### src/rtl/corr_window_engine.sv
// corr_window_engine: streams a TPL_W x TPL_H window of the frame store and
// the template ROM, multiplies pixel pairs and accumulates a saturating
// 32-bit correlation. The result is returned with a one-cycle done pulse.
//
// state | meaning
// IDLE  | waiting for iStart; origin latched on accept
// RUN   | one window offset issued per cycle, row-major
// DRAIN | read/multiply/accumulate pipeline emptying
// DONE  | result valid, oCorrFinished pulsed for one cycle
module corr_window_engine #(
  parameter int H_RES   = 640,
  parameter int V_RES   = 480,
  parameter int TPL_W   = 16,
  parameter int TPL_H   = 16,
  parameter int PIX_W   = 8,
  parameter int ADDR_W  = 19,
  parameter int TADDR_W = 8
) (
  input  logic               iCLK,
  input  logic               iRST,
  input  logic               iStart,
  input  logic [12:0]        iX,
  input  logic [12:0]        iY,
  output logic               oBusy,
  output logic [ADDR_W-1:0]  oFrameAddr,
  input  logic [PIX_W-1:0]   iFrameData,
  output logic [TADDR_W-1:0] oTplAddr,
  input  logic [PIX_W-1:0]   iTplData,
  output logic               oCorrFinished,
  output logic [31:0]        oCurrentCorr
);

  localparam int N = TPL_W * TPL_H;

  typedef enum logic [1:0] {S_IDLE, S_RUN, S_DRAIN, S_DONE} state_t;

  state_t state_q, state_d;

  // window walk: px/py track the current pixel, row_base_q = py * H_RES
  logic [31:0] k_q, col_q, x_q, px_q, py_q, row_base_q;
  logic [1:0]  drain_q;

  // per-stage tags: offset issued and inside the frame
  logic ok1_q, ok2_q, ok3_q;

  logic [2*PIX_W-1:0] prod_q, prod_d;
  logic [31:0]        acc_q, acc_d, corr_q;
  logic [32:0]        sum_w;
  logic [ADDR_W-1:0]  faddr_q;
  logic [TADDR_W-1:0] taddr_q;
  logic               start_w, in_range_w;

  assign start_w    = (state_q == S_IDLE) && iStart;
  assign in_range_w = (px_q < H_RES) && (py_q < V_RES);
  assign prod_d     = (2*PIX_W)'(iFrameData) * (2*PIX_W)'(iTplData);
  assign sum_w      = {1'b0, acc_q} + 33'(prod_q);

  // saturating accumulate of the product currently leaving the multiplier
  always_comb begin
    acc_d = acc_q;
    if (ok3_q) acc_d = sum_w[32] ? 32'hFFFF_FFFF : sum_w[31:0];
  end

  // state register
  always_ff @(posedge iCLK) begin
    if (iRST) state_q <= S_IDLE;
    else      state_q <= state_d;
  end

  // next-state logic
  always_comb begin
    state_d = state_q;
    case (state_q)
      S_IDLE:  if (iStart) state_d = S_RUN;
      S_RUN:   if (k_q == N - 1) state_d = S_DRAIN;
      S_DRAIN: if (drain_q == 2'd0) state_d = S_DONE;
      S_DONE:  state_d = S_IDLE;
      default: state_d = S_IDLE;
    endcase
  end

  // state-decoded outputs
  always_comb begin
    oBusy         = (state_q != S_IDLE);
    oCorrFinished = (state_q == S_DONE);
  end

  // address walk, read pipeline, multiply and accumulate
  always_ff @(posedge iCLK) begin
    if (iRST) begin
      k_q        <= '0;
      col_q      <= '0;
      x_q        <= '0;
      px_q       <= '0;
      py_q       <= '0;
      row_base_q <= '0;
      drain_q    <= '0;
      ok1_q      <= 1'b0;
      ok2_q      <= 1'b0;
      ok3_q      <= 1'b0;
      prod_q     <= '0;
      acc_q      <= '0;
      corr_q     <= '0;
      faddr_q    <= '0;
      taddr_q    <= '0;
    end else begin
      ok1_q  <= 1'b0;
      ok2_q  <= ok1_q;
      ok3_q  <= ok2_q;
      prod_q <= ok2_q ? prod_d : '0;
      acc_q  <= acc_d;
      if (start_w) begin
        x_q        <= 32'(iX);
        px_q       <= 32'(iX);
        py_q       <= 32'(iY);
        // constant-coefficient scale, evaluated once per run
        row_base_q <= 32'(iY) * H_RES;
        col_q      <= '0;
        k_q        <= '0;
        acc_q      <= '0;
      end
      if (state_q == S_RUN) begin
        taddr_q <= TADDR_W'(k_q);
        // clipped offsets leave the frame address where it was
        if (in_range_w) faddr_q <= ADDR_W'(row_base_q + px_q);
        ok1_q   <= in_range_w;
        k_q     <= k_q + 32'd1;
        drain_q <= 2'd2;
        if (col_q == TPL_W - 1) begin
          col_q      <= '0;
          px_q       <= x_q;
          py_q       <= py_q + 32'd1;
          row_base_q <= row_base_q + 32'(H_RES);
        end else begin
          col_q <= col_q + 32'd1;
          px_q  <= px_q + 32'd1;
        end
      end
      if (state_q == S_DRAIN) begin
        drain_q <= drain_q - 2'd1;
        if (drain_q == 2'd0) corr_q <= acc_d;
      end
    end
  end

  assign oFrameAddr   = faddr_q;
  assign oTplAddr     = taddr_q;
  assign oCurrentCorr = corr_q;

endmodule
### config.mk
export PLATFORM = sky130hd
export DESIGN_NAME = corr_window_engine
export DESIGN_NICKNAME = d
export VERILOG_FILES = /design/src/rtl/corr_window_engine.sv
export SDC_FILE = /design/constraint.sdc
export NUM_CORES = 1
export LEC_CHECK = 0
export ABC_AREA = 1
export CORE_AREA = 2 2 210 212
export CTS_BUF_LIST = sky130_fd_sc_hd__clkbuf_16
export CTS_CLUSTER_DIAMETER = 200
export DETAILED_ROUTE_END_ITERATION = 8
export DIE_AREA = 0 0 212 214
export GPL_TIMING_DRIVEN = 0
export SLEW_MARGIN = 20
export SYNTH_ARGS = -nofsm -noshare
export SYNTH_HDL_FRONTEND = slang
export SYNTH_SLANG_ARGS = --single-unit
### constraint.sdc
create_clock -name iCLK -period 5.04 [get_ports iCLK]
set_input_delay 0.504 -clock iCLK [delete_from_list [all_inputs] [get_ports iCLK]]
set_output_delay 0.504 -clock iCLK [all_outputs]
set_load 0.05 [all_outputs]
**Word-level counts from Yosys, hierarchy flattened**

Index checks and enable logic that the tools add are counted.

- Register bits after elaboration: 287
- Word-level logic and storage cells: 72
- Input bits: 45
- Output and inout port bits: 61

- Multiplexer cells: 21
- Reduce and logical (&&, ||, !) cells: 13
- Multiply operators: 2
- Bitwise operators: 2
- Equal/unequal tests: 8
- $add $sub $neg: 8
- Magnitude comparators: 2

Operator list:

| kind | number |
|---|---|
| $mux 32 | 15 |
| $add 32x1->32 const B | 4 |
| $add 32x16->33 | 1 |
| $add 32x10->32 const B | 1 |
| $eq 32x4->1 const B | 1 |
| $eq 32x8->1 const B | 1 |
| $lt 32x10->1 const B | 1 |
| $lt 32x9->1 const B | 1 |
| $add 19x19->19 | 1 |
| $mul 13x3->16 const B | 1 |
| $mul 8x8->16 | 1 |
| $mux 2 | 5 |
| $pmux 2 s4 | 1 |
| $ne 2x2->1 const B | 3 |
| $reduce_bool 2->1 | 3 |
| $reduce_or 2->1 | 3 |
| $eq 2x2->1 const B | 2 |
| $logic_not 2->1 | 2 |
| $reduce_and 2->1 | 2 |
| $reduce_and 3->1 | 1 |
| $eq 2x1->1 const B | 1 |
| $logic_and 1x1->1 | 2 |
| $not 1->1 | 2 |
| $sub 2x1->2 const B | 1 |

**Depth between registers and ports, before layout**

- Word-level depth: 5
- Mapped depth: 19
- Gate-level depth less buffers: 18

**Worst setup path before layout**

OpenSTA, ideal clock, no wires.

- Kind: input to register
- Start: input iFrameData[0]
- End: register prod_q[12]
- Setup time: 0.121 ns
- Buffers on the path: 1
- Stages on the path: 16
- Arrival time: 4.078 ns
- Setup slack: 0.842 ns
- Data required time: 4.919 ns
- Path through: clkbuf_1 -> nand2_1 -> fa_1 -> fa_1 -> inv_1 -> fa_1 -> inv_1 -> fa_1 -> inv_1 -> ha_1 -> a21oi_1 -> o21ai_0 -> a21oi_1 -> o21bai_1 -> o21ai_0 -> a21oi_1

- Cells in the longest elaborated chain, start to end: 1

RTL lines:

| what | line | RTL |
|---|---|---|
| from (decl) | 26 | `input logic [PIX_W-1:0] iFrameData,` |
| $mul 8x8->16 | 55 | `assign prod_d = (2*PIX_W)'(iFrameData) * (2*PIX_W)'(iTplData);` |
| to (signal assigned) | 110 | `prod_q <= ok2_q ? prod_d : '0;` |
| to (decl) | 46 | `logic [2*PIX_W-1:0] prod_q, prod_d;` |

No other way between the ends.
A chain may end at the register's enable or synchronous reset.

**Final worst setup path**

Ends and elaborated chain as after synthesis.

==> impl_metrics.ini <==
[status]
status = completed

[cells_and_area]
area_delta_synth_final_pct = 13.97
fin_nets = 3339
layout-drive-gt1-share_pct = 3.459
seqCellArea_sq_um = 5485
fillers = 4489
stdcell_count = 3766
multi_input_area_sq_um = 11640

[placed_design]
portBuffers = 88
hpwlAfterDp_um = 48010
dp.cells = 3705
place_congestion = 0.9596
pre_cts_slack_ns = 0.2997

[synthesis]
synth_flop_cell = dfxtp_1
syn_inst = 3032
async_flop_share_pct = 0
synth_area_leaders = dfxtp_1, nand2_1, inv_1, ha_1, nor2_1
yosys.cell_count.top_type = nand2_1
syn_avg_cell_area_sq_um = 6.341
syn_nets = 3214
ys_types = 51
seq_area_frac_synth_pct = 28.53
yosysWarnings = 0
yosys.area.top_type = dfxtp_1
ys_ff_latch = 274
syn-cell-area_sq_um = 19230
synthTopCellsByCount = nand2_1, inv_1, nor2_1
synth_top_area_share_pct = 28.53
synth-edff-count = 0

[hold_path]
min_to = prod_q[0]
min_from = iFrameData[0]
hold_depth = 3
hold_path_class = input port to flip-flop

[timing]
rsz0062_at_grt = false
fin_crit_sh_pct = 81.80
relSlewSlack_pct = 35.49
period_minus_slack_ns = 4.123
worst_slack_ns = 0.9173
hold_viol = 0
tightest_slew_ns = 0.9612
max_freq_mhz = 242.6
clock_skew_ns = 0.02573
slew_viol_final = 0
setup_tns_ns = 0
hold_slack_ns = 0.3957
setup_violations = 0

[critical_path]
ff2ff_setup_slack_ns = 2.13
cp_data_required_time_ns = 5.44
crit_arrival_ns = 4.52
cp_common_cell = fa_1
cp-start-kind = input port
timing.rr.end = acc_q[31]
worst-setup-path-type = input port to flip-flop
cpPeakStageDelay_ns = 0.55
worstPathMaxFanout = 8
cp_slowest_cell = fa_1
worstPathCellList = clkbuf_1, nand2_1, fa_1, fa_1, inv_1, fa_1, inv_1, fa_1, inv_1, ha_1, a21oi_1, o21ai_0, a21oi_1, o21bai_1, o21ai_0, a21oi_1
cp_num_buf_inv = 4
cp_top_family = adder cells
r2r-start = state_q[0]
reg2reg_depth = 8
end_kind = flip-flop

[clock_network]
htree_levels = 2
tritoncts = built
cts-resized-gates = 0
cts_made_buffers = 35
worstSkewPairLatency_ns = 0.55
clk_pin_slew_ns = 0.05
clock_path_buffers = 3
holdBufCountCts = 0
cts_num_sinks = 274
cts_root_buf = clkbuf_16
cts_setup_buffers = 0

[detailed_routing]
postRouteWirelength_um = 61880
wire_per_inst_um = 16.43
drc = 0
num_vias = 19990
drt_iter0_markers = 1374
dr.pass1.iters = 8
ant_nets = 0
vias_per_cell = 5.307

[global_route]
grt_pass1_wl_um = 99770
grt_max_degree = 13
antenna_found_initial = 0
grt_pass1_vias = 18850
overflow = 0
grt_use_total_pct = 27.39

[floorplan]
core_sq_um = 42890
io_pins = 106
die_h_um = 214
start_util_pct = 44.83
rows = 76
die-area_sq_um = 45370
die_w_um = 212

[power]
power.density_nw_per_um2 = 401.0
leakagePower_nw = 9.792
ir_worst_vdd_v = 0.0002620

[flow_run]
maxCapViolCount = 0
## tightest hold or removal path: stages
cell      delay [ns]
clkbuf_1        0.20
nand2_1         0.12
nor2_1          0.05
## power by group
| group | leakage [nW] | internal, mW | switching (mW) |
|---|---|---|---|
| Sequential | 2.22 | 2.49 | 0.278 |
| Combinational | 7.03 | 1.11 | 2.50 |
| Clock | 0.542 | 1.39 | 1.02 |
## per-layer routing
layer / global-route usage, % / vias to the layer above / wire [um]
li1: - / 10020 / -
met4: 8.756 / 0 / 1850
met1: 36.48 / 9270 / 27720
met5: 0 / - / 0
met2: 45.77 / 593 / 28730
met3: 3.563 / 99 / 3583
## final cells by class
| class | instances | area share, % |
|---|---|---|
| antenna | 1 | 0.01142 |
| buffer | 105 | 2.073 |
| clock buffer | 36 | 4.111 |
| clock inverter | 24 | 0.7709 |
| inverter | 439 | 7.520 |
| multi-input combinational | 2214 | 53.12 |
| sequential | 274 | 25.03 |
| tap | 585 | 3.340 |
| timing repair buffer | 88 | 4.020 |
## flip-flops by register name, indices dropped and copies added (netlist names), 2 cells and up
name / cells
drain_q: 2
oFrameAddr: 19
py_q: 32
prod_q: 16
acc_q: 32
row_base_q: 19
x_q: 13
oCurrentCorr: 32
k_q: 32
col_q: 32
oTplAddr: 8
px_q: 32
state_q: 2
## placed cells by master (no fill, tap or decap), drive strengths merged, types with 2 or more instances in the layout
cell type,n
a22oi,3
dfxtp,274
o31ai,3
inv,445
o22ai,4
xnor2,15
a211oi,9
a221oi,5
nand3b,13
fa,39
nand4,76
nor3,80
nor2,314
xor2,40
a21o,9
or2,22
o21ai,147
o211ai,9
a21boi,3
nor4,20
buf,31
o21a,2
a21oi,201
a31oi,12
nand3,217
clkbuf,110
clkinv,15
ha,98
and2,5
o21bai,16
bufinv,2
clkdlybuf4s50,88
nor3b,7
nand2,838
## how the worst max path moves through the flow
stage                        from    endpoint  cells after the start
floorplan           iFrameData[0]  prod_q[12]                     16
global placement    iFrameData[0]  prod_q[14]                     17
detailed placement  iFrameData[0]  prod_q[14]                     17
CTS                 iFrameData[0]  prod_q[14]                     17
global route        iFrameData[0]  prod_q[12]                     16
finish              iFrameData[0]  prod_q[12]                     16
## per-stage QoR
step / total power [mW] / instance area [sq um] / util, %
2_1_floorplan: 5.196 / 19230 / -
3_3_place_gp: 6.380 / 20840 / 48.59
3_5_place_dp: 6.408 / 20840 / 48.59
4_1_cts: 8.850 / 21910 / 51.09
5_1_grt: 9.351 / 21910 / 51.09
6_report: 8.788 / 21910 / 51.09
## cells by family after synthesis
group | synth area share [%]
buffers and inverters | 10.93
XOR/XNOR | 2.505
AO/OA/AOI/OAI | 12.22
AND/OR/NAND/NOR | 35.37
adder cells (fa/ha/maj) | 10.44
flip-flops | 28.53
Power figures use the tool's default switching activity.
